## src/rtl/vga_sync_out.sv

```systemverilog
// vga_sync_out: 640x480@60 VGA timing generator and registered TinyVGA PMOD output stage.
// Ports: clk pixel clock; rst_n sync active-low reset; rgb_in {R1,R0,G1,G0,B1,B0} colour for
// current hpos/vpos; test_sel picks the built-in bar pattern (only with PONG_TESTPATTERN_EN);
// hpos/vpos beam counters; display_on visible region; frame_tick one-cycle strobe at start of
// vertical blank; uo_out {hsync,B0,G0,R0,vsync,B1,G1,R1} registered one cycle after the counters.
// Optional feature macro: PONG_TESTPATTERN_EN.
module vga_sync_out #(
  parameter int H_ACTIVE = 640,
  parameter int H_FP     = 16,
  parameter int H_SYNC   = 96,
  parameter int H_BP     = 48,
  parameter int V_ACTIVE = 480,
  parameter int V_FP     = 10,
  parameter int V_SYNC   = 2,
  parameter int V_BP     = 33
) (
  input  logic       clk,
  input  logic       rst_n,
  input  logic [5:0] rgb_in,
  input  logic       test_sel,
  output logic [9:0] hpos,
  output logic [9:0] vpos,
  output logic       display_on,
  output logic       frame_tick,
  output logic [7:0] uo_out
);
  localparam logic [9:0] H_LAST = 10'(H_ACTIVE + H_FP + H_SYNC + H_BP - 1);
  localparam logic [9:0] V_LAST = 10'(V_ACTIVE + V_FP + V_SYNC + V_BP - 1);
  localparam logic [9:0] H_VIS  = 10'(H_ACTIVE);
  localparam logic [9:0] V_VIS  = 10'(V_ACTIVE);
  localparam logic [9:0] HS_ON  = 10'(H_ACTIVE + H_FP);
  localparam logic [9:0] HS_OFF = 10'(H_ACTIVE + H_FP + H_SYNC);
  localparam logic [9:0] VS_ON  = 10'(V_ACTIVE + V_FP);
  localparam logic [9:0] VS_OFF = 10'(V_ACTIVE + V_FP + V_SYNC);
  logic [9:0] h, v;
  logic       hs, vs;
  logic [5:0] src, c;
  assign hpos       = h;
  assign vpos       = v;
  assign display_on = h < H_VIS && v < V_VIS;
  // gated by rst_n so no strobe escapes while the counters are being cleared
  assign frame_tick = rst_n && h == 10'd0 && v == V_VIS;
  assign hs         = !(h >= HS_ON && h < HS_OFF);
  assign vs         = !(v >= VS_ON && v < VS_OFF);
`ifdef PONG_TESTPATTERN_EN
  logic [2:0] bar;
  assign bar = h[8:6];
  assign src = test_sel ? {bar[2], bar[2], bar[1], bar[1], bar[0], bar[0]} : rgb_in;
`else
  logic unused_test_sel;
  assign unused_test_sel = test_sel;
  assign src = rgb_in;
`endif
  assign c = display_on ? src : 6'd0;
  always_ff @(posedge clk) begin
    if (!rst_n) begin
      h      <= 10'd0;
      v      <= 10'd0;
      uo_out <= 8'h88;
    end else begin
      h      <= h == H_LAST ? 10'd0 : h + 10'd1;
      v      <= h != H_LAST ? v : v == V_LAST ? 10'd0 : v + 10'd1;
      uo_out <= {hs, c[0], c[2], c[4], vs, c[1], c[3], c[5]};
    end
  end
endmodule
```

## config.mk

```make
export PLATFORM = sky130hd
export DESIGN_NAME = vga_sync_out
export DESIGN_NICKNAME = d
export VERILOG_FILES = /design/src/rtl/vga_sync_out.sv
export SDC_FILE = /design/constraint.sdc
export NUM_CORES = 1
export LEC_CHECK = 0
export CELL_PAD_IN_SITES_DETAIL_PLACEMENT = 1
export CELL_PAD_IN_SITES_GLOBAL_PLACEMENT = 1
export CORE_AREA = 2 2 91 49
export DETAILED_ROUTE_END_ITERATION = 12
export DIE_AREA = 0 0 93 51
export GPL_ROUTABILITY_DRIVEN = 1
export PLACE_DENSITY = 0.73
export SYNTH_ARGS = -nofsm -noshare
export SYNTH_HDL_FRONTEND = slang
export SYNTH_SLANG_ARGS = --single-unit
```

## constraint.sdc

```tcl
create_clock -name clk -period 3.6 [get_ports clk]
set_input_delay 0.72 -clock clk [delete_from_list [all_inputs] [get_ports clk]]
set_output_delay 0.72 -clock clk [all_outputs]
set_load 0.02 [all_outputs]
```

==> qor.txt, run 1 <==
DETAILED ROUTING
-------------------------------------------------------------------------------------------
Post-detailed-route wirelength per cell ......................................      15.9 um
Residual DRC .................................................................            0
Number of design-rule violations left by the first detailed-router iteration .           25
Final antenna-violating net count ............................................            0
Via-per-instance ratio .......................................................         5.09
Total iterations of the first detailed-routing run ...........................            5
Post-detailed-routing wire length ............................................      3720 um
Number of vias after detailed routing ........................................         1192

TIMING
-------------------------------------------------------------------------------------------
Unrepaired setup endpoints after global routing ..............................           no
Aggregate negative setup slack ...............................................         0 ns
F_max ........................................................................      319 MHz
Total count of hold-check failures in the final report .......................            0
Endpoints failing setup ......................................................            0
Normalized max-slew margin ...................................................        52.3%
Number of max-slew violations in the final report ............................            0
WHS ..........................................................................     0.494 ns
Clock tree skew after final layout ...........................................   0.00413 ns
Slew at the pin closest to its max-slew limit ................................     0.711 ns
Shortest period the worst path allows ........................................      3.13 ns
Post-route clock period utilization ..........................................        87.0%

POWER AND IR DROP
-------------------------------------------------------------------------------------------
Overall power ................................................................       623 uW
Maximum vdd drop .............................................................   0.000182 V
PwrDens ......................................................................  357 nW/um^2
Leakage component of the power ...............................................     0.607 nW

FLOORPLAN
-------------------------------------------------------------------------------------------
Width of the chip ............................................................        93 um
Num rows .....................................................................           17
Core outline area ............................................................    4080 um^2
Num ports ....................................................................           39
Die Height ...................................................................        51 um
Initial standard-cell utilization of the core ................................        30.7%
Area enclosed by the die boundary ............................................    4740 um^2

PLACEMENT
-------------------------------------------------------------------------------------------
Inst Count DP ................................................................          230
Area post-placement ..........................................................    1680 um^2
Number of I/O port buffers ...................................................           37
GPL Wtd Cong .................................................................        0.883
Half-perimeter wire length after placement ...................................      2830 um

CLOCK TREE
-------------------------------------------------------------------------------------------
Clock insertion delay at the later pin of the skew report ....................      0.29 ns
Number of hold buffers added after cts .......................................            0
Number of buffers inserted during clock tree synthesis .......................            3
Clock edge transition at the registers on the reported setup and hold paths ..      0.10 ns
H-tree level count ...........................................................            1
# clock sinks ................................................................           28
Cell chosen for the clock root ...............................................     clkbuf_8
CTS tree .....................................................................        built
CTS Buffer Depth .............................................................            2
Setup repair bufs after CTS ..................................................            0
Post-cts gate resize count ...................................................            0

GLOBAL ROUTE
-------------------------------------------------------------------------------------------
Global routing usage summed across all routing layers ........................        17.1%
Pin count of the biggest net entering global routing .........................           17
First-pass GRT wire length ...................................................      6090 um
Grt ovf ......................................................................            0
Vias in the first global route ...............................................         1133
Number of antenna violations at the first check in global routing ............            0

CELLS AND AREA
-------------------------------------------------------------------------------------------
Most common cell after layout, fill and taps aside ........................... clkdlybuf4s50_1
Fraction of layout instances using a drive strength above 1 ..................        5.08%
Layout-stage area growth over the synthesis result ...........................        39.3%
Finished Layout Cells ........................................................          234
Most frequent cells in the layout ............................................ clkdlybuf4s50_1 (37), dfxtp_1 (28), nor2_1 (14)
Register cell area after layout ..............................................     561 um^2
FILL cells ...................................................................          485
Area used by multi-input combinational logic .................................     643 um^2
Ant. Diodes ..................................................................            0
Final design instance area without fill ......................................    1750 um^2
Final net count ..............................................................          191

CRITICAL PATH
-------------------------------------------------------------------------------------------
RR Startpoint ................................................................      hpos[0]
Path type of the worst setup path ............................................ primary input to primary output
Required @ worst endpoint ....................................................      2.88 ns
Buffers and inverters on the worst path ......................................            2
Crit-path leading delay family ............................................... buffers and inverters
Crit-path max FO .............................................................            2
Crit-path max cell delay .....................................................      0.60 ns
Critical-path cell list ...................................................... clkdlybuf4s50_1, nand2b_1, nor4_1, and4_1, clkdlybuf4s50_1
FF-to-FF path depth ..........................................................            5
Arrival time of the worst setup path .........................................      2.41 ns
Most used cell, CP ........................................................... clkdlybuf4s50_1
Register-to-register setup slack .............................................      1.35 ns
RR Endpoint ..................................................................      vpos[3]
Slowest-stage cell, CP ....................................................... clkdlybuf4s50_1
Capturing element type of the critical path .................................. primary output
Startpoint Class ............................................................. primary input

SYNTH
-------------------------------------------------------------------------------------------
Count of cell types in the netlist ...........................................           30
Average size of a mapped cell ................................................    8.96 um^2
EDFF count, synth ............................................................            0
Number of instances in the synthesized netlist ...............................          140
Sequential area share after synthesis ........................................        44.7%
Share of Yosys cell area claimed by the top area cell type ...................        44.7%
Largest area contributor in the netlist ......................................      dfxtp_1
Syn_nets .....................................................................          153
Warnings from Yosys ..........................................................            0
Most used flip-flop cell after synthesis .....................................      dfxtp_1
Netlist area before placement ................................................    1250 um^2
Asr flop ratio synth .........................................................           0%
Yosys reg bits ...............................................................           28
Most area-consuming cells after synthesis .................................... dfxtp_1 (45%), nand4_1 (5.0%), xnor2_1 (4.9%)

RUN STATUS
-------------------------------------------------------------------------------------------
Status .......................................................................    completed

WORST HOLD PATH
-------------------------------------------------------------------------------------------
Min-Delay Path Class ......................................................... flip-flop to flip-flop
Hold_sp ......................................................................      vpos[1]
Hold path endpoint ...........................................................    uo_out[3]
Number of instances on the worst hold path ...................................            1

FLOW RUN
-------------------------------------------------------------------------------------------
Maximum capacitance violations ...............................................            0

[Yosys cell counts, types with 3 or more instances]
library cell	instances
inv_1	6
xnor2_1	7
nor3_1	5
xor2_1	6
nand4_1	10
nand2_1	9
dfxtp_1	28
and2_1	9
o21ai_0	4
and4_1	3
nor2_1	14
clkbuf_1	3
or3_1	4
nand3_1	7
a21oi_1	4
nor4_1	3
ha_1	4
[layer usage]
metal  track usage (%)  part of all wire, %
met5                 0                    0
met4              6.62                  2.6
met3              5.46                  8.0
met2              25.1                   42
met1              23.5                   47
[stage by stage]
stage | setup slack, ns | util [%]
2_1_floorplan | 1.32 | -
3_3_place_gp | 0.519 | 41.0
3_5_place_dp | 0.466 | 41.0
4_1_cts | 0.458 | 42.8
5_1_grt | 0.416 | 42.8
6_report | 0.467 | 42.8
[final cells by class]
type | count | share of cell area (%)
multi-input combinational | 101 | 36.8
sequential | 28 | 32.1
timing repair buffer | 38 | 21.6
tap | 57 | 4.08
clock buffer | 3 | 2.36
clock inverter | 1 | 1.72
inverter | 6 | 1.29
[sequential cells by signal, summed over array words and instances, names as in the netlist]
signal	cells
vpos	10
uo_out	8
hpos	10
[where the power goes]
part | switching (mW) | leakage [nW] | internal (mW)
clock network | 0.107 | 0.0357 | 0.149
logic | 0.0214 | 0.344 | 0.0240
registers | 0.00576 | 0.228 | 0.316
[cell families after synthesis]
logic type	share of synthesized area, %
fa+ha+maj	3.99
xor+xnor	9.08
compound gates	4.19
flops	44.7
buf+inv	3.99
simple gates	34.0
[worst max-delay path by stage]
stage | start | to | slack (ns) | cells after the start
floorplan | rst_n | frame_tick | 1.32 | 4
global placement | rst_n | frame_tick | 0.52 | 5
detailed placement | rst_n | frame_tick | 0.47 | 5
CTS | rst_n | frame_tick | 0.46 | 5
global route | rst_n | frame_tick | 0.42 | 5
finish | rst_n | frame_tick | 0.47 | 5
Power figures use the tool's default switching activity.
==> run 2, diff against run 1 <==
- PLACE_DENSITY: 0.73 -> 0.81
==> qor.txt, run 2 (synthesis gave the netlist of run 1 again) <==
POWER AND IR DROP
-------------------------------------------------------------------------------------------
Leakage component of the power ...............................................     0.600 nW   -1.1%
Overall power ................................................................       562 uW   -9.8%
Maximum vdd drop .............................................................   0.000130 V   -28%
PwrDens ......................................................................  325 nW/um^2   -9.0%

PLACEMENT
-------------------------------------------------------------------------------------------
Number of I/O port buffers ...................................................           37   unchanged
Half-perimeter wire length after placement ...................................      2900 um   +2.3%
Place WS .....................................................................     0.440 ns   -0.0261 ns
Inst Count DP ................................................................          230   unchanged
GPL Wtd Cong .................................................................        0.861   -2.5%

FLOORPLAN
-------------------------------------------------------------------------------------------
Num rows .....................................................................           17   unchanged
Width of the chip ............................................................        93 um   unchanged
Die Height ...................................................................        51 um   unchanged
Area enclosed by the die boundary ............................................    4740 um^2   unchanged
Core outline area ............................................................    4080 um^2   unchanged
Num ports ....................................................................           39   unchanged
Initial standard-cell utilization of the core ................................        30.7%   unchanged

DETAILED ROUTING
-------------------------------------------------------------------------------------------
Total iterations of the first detailed-routing run ...........................            4   -1
Final antenna-violating net count ............................................            0   unchanged
Number of vias after detailed routing ........................................         1196   +0.34%
Number of design-rule violations left by the first detailed-router iteration .           51   +100%
Post-detailed-routing wire length ............................................      3730 um   +0.32%
Post-detailed-route wirelength per cell ......................................      16.0 um   +0.32%
Via-per-instance ratio .......................................................         5.11   +0.34%
Residual DRC .................................................................            0   unchanged

CRITICAL PATH
-------------------------------------------------------------------------------------------
Buffers and inverters on the worst path ......................................            2   unchanged
Slowest-stage cell, CP ....................................................... clkdlybuf4s50_1
Capturing element type of the critical path .................................. primary output
Arrival time of the worst setup path .........................................      2.46 ns   +0.05 ns
Critical path depth ..........................................................            5   unchanged
Required @ worst endpoint ....................................................      2.88 ns   about the same
Most used cell, CP ........................................................... clkdlybuf4s50_1
Crit-path max FO .............................................................            2   unchanged
Register-to-register setup slack .............................................      1.36 ns   about the same
Startpoint Class ............................................................. primary input
FF-to-FF path depth ..........................................................            5   unchanged
Crit-path leading delay family ............................................... buffers and inverters
Crit-path max cell delay .....................................................      0.60 ns   about the same
Critical-path cell list ...................................................... clkdlybuf4s50_1, nand2b_1, nor4_1, and4_1, clkdlybuf4s50_1
Path type of the worst setup path ............................................ primary input to primary output

CLOCK TREE
-------------------------------------------------------------------------------------------
Number of hold buffers added after cts .......................................            0   unchanged
CTS Buffer Depth .............................................................            2   unchanged
CTS tree .....................................................................        built
H-tree level count ...........................................................            1   unchanged
# clock sinks ................................................................           28   unchanged
Number of buffers inserted during clock tree synthesis .......................            3   unchanged
Clock edge transition at the registers on the reported setup and hold paths ..      0.09 ns   about the same
Clock insertion delay at the later pin of the skew report ....................      0.28 ns   about the same
Post-cts gate resize count ...................................................            0   unchanged
Cell chosen for the clock root ...............................................     clkbuf_8
Setup repair bufs after CTS ..................................................            0   unchanged

TIMING
-------------------------------------------------------------------------------------------
Clock tree skew after final layout ...........................................   0.00418 ns   +0.0000552 ns
Shortest period the worst path allows ........................................      3.18 ns   +0.0440 ns
Slew at the pin closest to its max-slew limit ................................     0.748 ns   +0.0366 ns
Number of max-slew violations in the final report ............................            0   unchanged
Post-route clock period utilization ..........................................        88.2%   +1.2 points
Endpoints failing setup ......................................................            0   unchanged
F_max ........................................................................      315 MHz   -1.4%
Final worst setup slack ......................................................     0.423 ns   -0.0440 ns
Unrepaired setup endpoints after global routing ..............................           no
Total count of hold-check failures in the final report .......................            0   unchanged
Aggregate negative setup slack ...............................................         0 ns   unchanged
WHS ..........................................................................     0.503 ns   +0.00895 ns
Normalized max-slew margin ...................................................        49.8%   -2.5 points

WORST HOLD PATH
-------------------------------------------------------------------------------------------
Number of instances on the worst hold path ...................................            1   unchanged
Min-Delay Path Class ......................................................... flip-flop to flip-flop

CELLS AND AREA
-------------------------------------------------------------------------------------------
Register cell area after layout ..............................................     561 um^2   unchanged
Most frequent cells in the layout ............................................ clkdlybuf4s50_1 (37), dfxtp_1 (28), nor2_1 (14)
Final net count ..............................................................          191   unchanged
FILL cells ...................................................................          492   +1.4%
Fraction of layout instances using a drive strength above 1 ..................        5.08%   unchanged
Ant. Diodes ..................................................................            0   unchanged
Layout-stage area growth over the synthesis result ...........................        38.0%
Finished Layout Cells ........................................................          234   unchanged
Area used by multi-input combinational logic .................................     643 um^2   unchanged
Most common cell after layout, fill and taps aside ........................... clkdlybuf4s50_1

GLOBAL ROUTE
-------------------------------------------------------------------------------------------
Vias in the first global route ...............................................         1182   +4.3%
Grt ovf ......................................................................            0   unchanged
Number of antenna violations at the first check in global routing ............            0   unchanged
Pin count of the biggest net entering global routing .........................           16   -1
First-pass GRT wire length ...................................................      6170 um   +1.4%
Global routing usage summed across all routing layers ........................        16.7%   -0.40 points

FLOW RUN
-------------------------------------------------------------------------------------------
Maximum capacitance violations ...............................................            0   unchanged

RUN STATUS
-------------------------------------------------------------------------------------------
Status .......................................................................    completed

## run 2: worst paths after layout
check / start / endpoint
min reg2reg: vpos[1] / uo_out[3]
min: vpos[1] / uo_out[3]
max: rst_n / frame_tick
max reg2reg: hpos[0] / vpos[0]
## run 2: routing by layer
layer,track usage (%),vias up,part of all wire (%)
li1,-,565,-
met1,21.5,576,45
met2,27.9,43,47
met3,4.57,12,6.5
met4,4.66,0,2.3
met5,0,-,0
## run 2: power breakdown
group | total (mW) | internal, mW | switching [mW]
Clock | 0.195 | 0.0980 | 0.0971
Combinational | 0.0457 | 0.0240 | 0.0217
Sequential | 0.322 | 0.316 | 0.00561
Total | 0.562 | 0.438 | 0.124
## run 2: layout make-up
cell class	count	share of cell area, %
multi-input combinational	101	37.2
sequential	28	32.4
timing repair buffer	38	21.8
tap	57	4.12
clock buffer	4	3.18
inverter	6	1.30
## run 2: stage by stage
stage / area (um^2) / util [%]
floorplan: 1250 / -
global placement: 1680 / 41.0
detailed placement: 1680 / 41.0
CTS: 1730 / 42.4
global route: 1730 / 42.4
finish: 1730 / 42.4
